$ cat config.mk
export PLATFORM = sky130hd
export DESIGN_NAME = mult_nm_seq_ctrl
export DESIGN_NICKNAME = d
export VERILOG_FILES = /design/src/rtl/mult_nm_seq_ctrl.sv
export SDC_FILE = /design/constraint.sdc
export NUM_CORES = 1
export LEC_CHECK = 0
export ABC_CLOCK_PERIOD_IN_PS = 2100
export CORE_MARGIN = 2
export CORE_UTILIZATION = 54
export CTS_CLUSTER_DIAMETER = 50
export DETAILED_ROUTE_END_ITERATION = 6
export PLACE_DENSITY = 0.75
export RECOVER_POWER = 50
export SYNTH_ARGS = -nofsm -noshare
export SYNTH_HDL_FRONTEND = slang
export SYNTH_SLANG_ARGS = --single-unit
$ cat constraint.sdc
create_clock -name clk -period 2.1 [get_ports clk]
set_input_delay 0.21 -clock clk [delete_from_list [all_inputs] [get_ports clk]]
set_output_delay 0.21 -clock clk [all_outputs]
set_load 0.05 [all_outputs]
$ cat src/rtl/mult_nm_seq_ctrl.sv
// rtl/mult_nm_seq_ctrl.sv - sequential signed N x M shift-add multiplier controller
//
// Takes one operand pair per accepted start. Both operands are converted to
// magnitudes. One N-bit adder performs an iterative shift-add over |B|, LSB
// first. The sign is applied in a final SIGN cycle.
//
// Ports:
//   clk    in   1      system clock, rising edge
//   rst    in   1      synchronous reset, active-high
//   start  in   1      request, sampled only when busy=0 (IDLE or DONE)
//   A      in   N      signed multiplicand, captured on accepted start
//   B      in   M      signed multiplier, captured on accepted start
//   busy   out  1      high in RUN and SIGN
//   done   out  1      single-cycle pulse, Prod valid in the same cycle
//   Prod   out  N+M    signed product, held until next completion or reset
//
// Optional feature macro: MULT_NM_EARLY_TERM_EN
//   When this macro is defined, RUN ends as soon as the remaining multiplier
//   bits are all zero. SIGN then aligns the accumulator with one barrel shift
//   by the remaining count.

module mult_nm_seq_ctrl #(
    parameter int N = 4,
    parameter int M = 5
) (
    input  logic             clk,
    input  logic             rst,
    input  logic             start,
    input  logic [N-1:0]     A,
    input  logic [M-1:0]     B,
    output logic             busy,
    output logic             done,
    output logic [N+M-1:0]   Prod
);

    localparam int CW = $clog2(M + 1);

    typedef enum logic [1:0] {IDLE, RUN, SIGN, DONE} state_t;

    state_t           state, state_next;
    logic [N-1:0]     a_mag;
    logic [M-1:0]     b_reg;
    logic [N+M-1:0]   acc;
    logic [CW-1:0]    cnt;
    logic             neg;

    logic             accept;
    logic             run_last;
    logic [N-1:0]     a_abs;
    logic [M-1:0]     b_abs;
    logic [N:0]       sum;
    logic [N+M-1:0]   acc_shift;
    logic [N+M-1:0]   aligned;
    logic [N+M-1:0]   prod_next;

    // The most negative input maps to 2^(W-1), which is still representable
    // as a W-bit unsigned magnitude.
    assign a_abs = A[N-1] ? (~A + N'(1)) : A;
    assign b_abs = B[M-1] ? (~B + M'(1)) : B;

    // The upper N accumulator bits plus |A| need one extra carry bit. That
    // carry re-enters the top of the accumulator on the right shift.
    assign sum       = {1'b0, acc[N+M-1:M]} + (b_reg[0] ? {1'b0, a_mag} : '0);
    assign acc_shift = {sum, acc[M-1:1]};

`ifdef MULT_NM_EARLY_TERM_EN
    assign run_last = (cnt == CW'(1)) || (b_reg[M-1:1] == '0);
    // cnt is the number of shifts that were skipped. It is zero when every
    // bit was processed.
    assign aligned  = acc >> cnt;
`else
    assign run_last = (cnt == CW'(1));
    assign aligned  = acc;
`endif

    assign prod_next = neg ? (~aligned + (N+M)'(1)) : aligned;

    assign busy   = (state == RUN) || (state == SIGN);
    assign done   = (state == DONE);
    assign accept = start && ((state == IDLE) || (state == DONE));

    always_comb begin
        state_next = state;
        case (state)
            IDLE:    if (start) state_next = RUN;
            RUN:     if (run_last) state_next = SIGN;
            SIGN:    state_next = DONE;
            DONE:    state_next = start ? RUN : IDLE;
            default: state_next = IDLE;
        endcase
    end

    always_ff @(posedge clk) begin
        if (rst) begin
            state <= IDLE;
            a_mag <= '0;
            b_reg <= '0;
            acc   <= '0;
            cnt   <= '0;
            neg   <= 1'b0;
            Prod  <= '0;
        end else begin
            state <= state_next;
            if (accept) begin
                a_mag <= a_abs;
                b_reg <= b_abs;
                neg   <= A[N-1] ^ B[M-1];
                acc   <= '0;
                cnt   <= CW'(M);
            end else if (state == RUN) begin
                acc   <= acc_shift;
                b_reg <= b_reg >> 1;
                cnt   <= cnt - CW'(1);
            end
            // Load Prod when leaving SIGN so that it is valid together with done.
            if (state == SIGN) begin
                Prod <= prod_next;
            end
        end
    end

endmodule

==> flow_results.xml <==
<?xml version="1.0" encoding="UTF-8"?>
<metrics>
  <group name="floorplan">
    <metric name="core" unit="sq um">3100</metric>
    <metric name="die_height" unit="microns">61.4</metric>
    <metric name="die-area" unit="sq um">3770</metric>
    <metric name="pin_count" unit="">23</metric>
    <metric name="num_rows" unit="">20</metric>
    <metric name="initial_cell_density_of_the_core" unit="">0.574</metric>
    <metric name="die_width" unit="microns">61.4</metric>
  </group>
  <group name="synth">
    <metric name="synth.area.top_cells" unit="">sky130_fd_sc_hd__dfxtp_1 (37%), sky130_fd_sc_hd__ha_1 (9.8%), sky130_fd_sc_hd__mux2i_1 (7.3%)</metric>
    <metric name="postSynth.topFlopCell" unit="">sky130_fd_sc_hd__dfxtp_1</metric>
    <metric name="ys_seq_area_frac" unit="">0.371</metric>
    <metric name="postSynthAreaPerCell" unit="sq um">9.04</metric>
    <metric name="yosys_reg_bits" unit="">33</metric>
    <metric name="netlist-cell-type-count" unit="">37</metric>
    <metric name="synth-warning-count" unit="">0</metric>
    <metric name="postSynthCellCount" unit="">197</metric>
    <metric name="synth_edf_count" unit="">0</metric>
    <metric name="netlist.top_cell.by_area" unit="">sky130_fd_sc_hd__dfxtp_1</metric>
    <metric name="synth_top_area_frac" unit="">0.371</metric>
    <metric name="mappedNetlistArea" unit="sq um">1780</metric>
    <metric name="synthArstFlopShare" unit="">0</metric>
    <metric name="synth_fp_nets" unit="">224</metric>
  </group>
  <group name="grt">
    <metric name="globalRouteTotalUtil" unit="">0.213</metric>
    <metric name="via_count_of_the_first_global_routing_pass" unit="">1383</metric>
    <metric name="global_route.overflow_total" unit="">0</metric>
    <metric name="grt_start_max_net_pins" unit="">25</metric>
    <metric name="global_route_wire_length_before_repair" unit="microns">5830</metric>
    <metric name="number_of_antenna_violations_at_the_first_check_in_global_routing" unit="">0</metric>
  </group>
  <group name="route">
    <metric name="detail_route.first_pass.iterations" unit="">4</metric>
    <metric name="route.detailed.wl_per_inst" unit="microns">13.1</metric>
    <metric name="first_iter_violations" unit="">38</metric>
    <metric name="drc" unit="">0</metric>
    <metric name="vias" unit="">1406</metric>
    <metric name="routed_wirelength" unit="microns">3440</metric>
    <metric name="final_antenna_net_count" unit="">0</metric>
    <metric name="routed_via_density" unit="">5.37</metric>
  </group>
  <group name="setup_path">
    <metric name="crit_path_max_fanout" unit="">5</metric>
    <metric name="path_buf_inv" unit="">1</metric>
    <metric name="timing.critical_path.cells" unit="">ha_1 &gt; clkdlybuf4s50_1</metric>
    <metric name="crit_type" unit="">register to output port</metric>
    <metric name="critical-path-slowest-cell" unit="">sky130_fd_sc_hd__clkdlybuf4s50_1</metric>
    <metric name="worstSetupEndpointType" unit="">output port</metric>
    <metric name="setup.worst_path.start_class" unit="">register</metric>
    <metric name="crit_family" unit="">buffers and inverters</metric>
    <metric name="endpoint_required_time_on_the_critical_path" unit="ns">1.89</metric>
    <metric name="crit_path_max_incr_delay" unit="ns">0.80</metric>
    <metric name="critPathArrivalTime" unit="ns">1.74</metric>
  </group>
  <group name="clocking">
    <metric name="ctsLongestPathBuffers" unit="">2</metric>
    <metric name="clock_sinks" unit="">33</metric>
    <metric name="cts_setup_buffers" unit="">0</metric>
    <metric name="tritoncts" unit="">built</metric>
    <metric name="cts.root.buffer_cell" unit="">sky130_fd_sc_hd__clkbuf_4</metric>
    <metric name="number_of_buffers_added_by_the_clock_tree_synthesis_step" unit="">5</metric>
    <metric name="post_cts_hold_buffer_count" unit="">0</metric>
    <metric name="worst_skew_pair.late_latency" unit="ns">0.33</metric>
    <metric name="htreeDepth" unit="">2</metric>
    <metric name="cts.repair.resized" unit="">0</metric>
    <metric name="clk_transition_reported_paths" unit="ns">0.10</metric>
  </group>
  <group name="outcome">
    <metric name="status" unit="">finished clean</metric>
  </group>
  <group name="worst_hold_path">
    <metric name="worstHoldPathType" unit="">register to register</metric>
  </group>
  <group name="final_layout">
    <metric name="most-common-layout-cells" unit="">sky130_fd_sc_hd__dfxtp_1 (33), sky130_fd_sc_hd__nor2_1 (26), sky130_fd_sc_hd__clkdlybuf4s50_1 (16)</metric>
    <metric name="nNetsFinal" unit="">246</metric>
    <metric name="post_route_cells_drive_above_1_share" unit="">0.0505</metric>
    <metric name="finalInstanceArea" unit="sq um">2060</metric>
    <metric name="area_added_between_synthesis_and_finish" unit="%">15.5</metric>
    <metric name="antenna-diode-count" unit="">0</metric>
    <metric name="layout_commonest_cell" unit="">sky130_fd_sc_hd__dfxtp_1</metric>
  </group>
  <group name="timing">
    <metric name="setup-tns-final" unit="ns">0</metric>
    <metric name="clock.fmax" unit="MHz">512</metric>
    <metric name="maxSlewViolCount" unit="">0</metric>
    <metric name="final_hold_viol_count" unit="">0</metric>
    <metric name="slew-limit-headroom" unit="">0.664</metric>
    <metric name="setup_violations" unit="">0</metric>
    <metric name="worst_pin_slew" unit="ns">0.503</metric>
    <metric name="finClkSkew" unit="ns">0.0105</metric>
    <metric name="grt_setup_unrepaired" unit="">no</metric>
    <metric name="final_period_minus_worst_setup_slack" unit="ns">1.95</metric>
    <metric name="period_share" unit="">0.931</metric>
  </group>
  <group name="placed_design">
    <metric name="place.gp.congestion" unit="">0.743</metric>
    <metric name="detailed_place_hpwl" unit="microns">2580</metric>
    <metric name="place_area" unit="sq um">2020</metric>
    <metric name="port_buffers" unit="">22</metric>
  </group>
  <group name="pwr">
    <metric name="power.total" unit="mW">2.38</metric>
    <metric name="peakVddDrop" unit="uV">566</metric>
    <metric name="p_leak" unit="nW">0.824</metric>
    <metric name="cellPowerDensity" unit="nW/um^2">1160</metric>
  </group>
  <group name="job">
    <metric name="max-cap-violations" unit="">0</metric>
  </group>
</metrics>
-- stage by stage --
step                      utilization  hold slack [ns]  std cells  setup slack [ns]
final                           0.663            0.456        262             0.146
after global routing            0.663            0.490        262            0.0714
after CTS                       0.664            0.458        262             0.132
after detailed placement        0.650            0.448        256             0.252
after global placement          0.650            0.435        256             0.367
after floorplan                     -            0.346        197            0.0374
-- cell families (layout without fill, tap and decap cells) --
group / Yosys count / in the layout / share of synthesized area
buffers and inverters: 24 / 45 / 0.0604
muxes: 13 / 13 / 0.0731
AOI/OAI and AO/OA: 41 / 41 / 0.155
DFF: 33 / 33 / 0.371
xor gates and xnor gates: 12 / 12 / 0.0590
and+or+nand+nor: 59 / 59 / 0.171
adders and majority gates: 15 / 15 / 0.110
-- power by group --
part | internal (mW) | switching, mW
Combinational | 0.454 | 0.713
Sequential | 0.786 | 0.109
Clock | 0.116 | 0.201
-- area by class of cell --
type | instances | area [sq um]
clock buffer | 5 | 37.5
clock inverter | 1 | 5.00
fill | 289 | 1050
inverter | 15 | 56.3
multi-input combinational | 140 | 1010
sequential | 33 | 661
tap | 44 | 55.1
timing repair buffer | 24 | 230
-- per-layer routing --
metal	wire, microns	track usage	part of all wire	up-vias
met5	0	0	0	-
met4	64	0.0790	0.019	0
met3	119	0.0714	0.035	8
met2	1690	0.377	0.49	25
met1	1560	0.238	0.45	645
li1	-	-	-	728
-- synthesized netlist by cell type (all sizes together), types with 2 or more instances --
master   n
nor2    26
inv     15
a31oi    2
a221oi   2
buf      5
nand2b   6
xor2     4
nand4    2
o21ai    5
mux2i   13
or3      2
clkbuf   4
xnor2    8
a311oi   2
a21o     2
and2     3
nor2b    2
nand2    9
nand3b   2
dfxtp   33
ha      14
o31ai    2
a211oi  14
a21oi   10
-- path summary, 6_finish.rpt --
check / cells after the start / slack [ns] / end / start
hold / removal: 2 / 0.46 / a_mag[3]$_SDFFE_PP0P_ / a_mag[3]$_SDFFE_PP0P_
setup / recovery: 2 / 0.15 / done / state[1]$_SDFFE_PP0P_
hold reg to reg: 2 / 0.46 / a_mag[3]$_SDFFE_PP0P_ / a_mag[3]$_SDFFE_PP0P_
setup reg to reg: 6 / 0.22 / acc[7]$_SDFFE_PP0P_ / state[1]$_SDFFE_PP0P_
-- worst reg2reg max path, stage by stage, from the launching register on --
cell,delay (ns)
sky130_fd_sc_hd__dfxtp_1,0.42
sky130_fd_sc_hd__inv_1,0.11
sky130_fd_sc_hd__ha_1,0.35
sky130_fd_sc_hd__nand2b_4,0.23
sky130_fd_sc_hd__nand2b_4,0.12
sky130_fd_sc_hd__or4b_1,0.52
sky130_fd_sc_hd__nand3_1,0.08
Note: power is estimated with default switching activity, not from simulation.
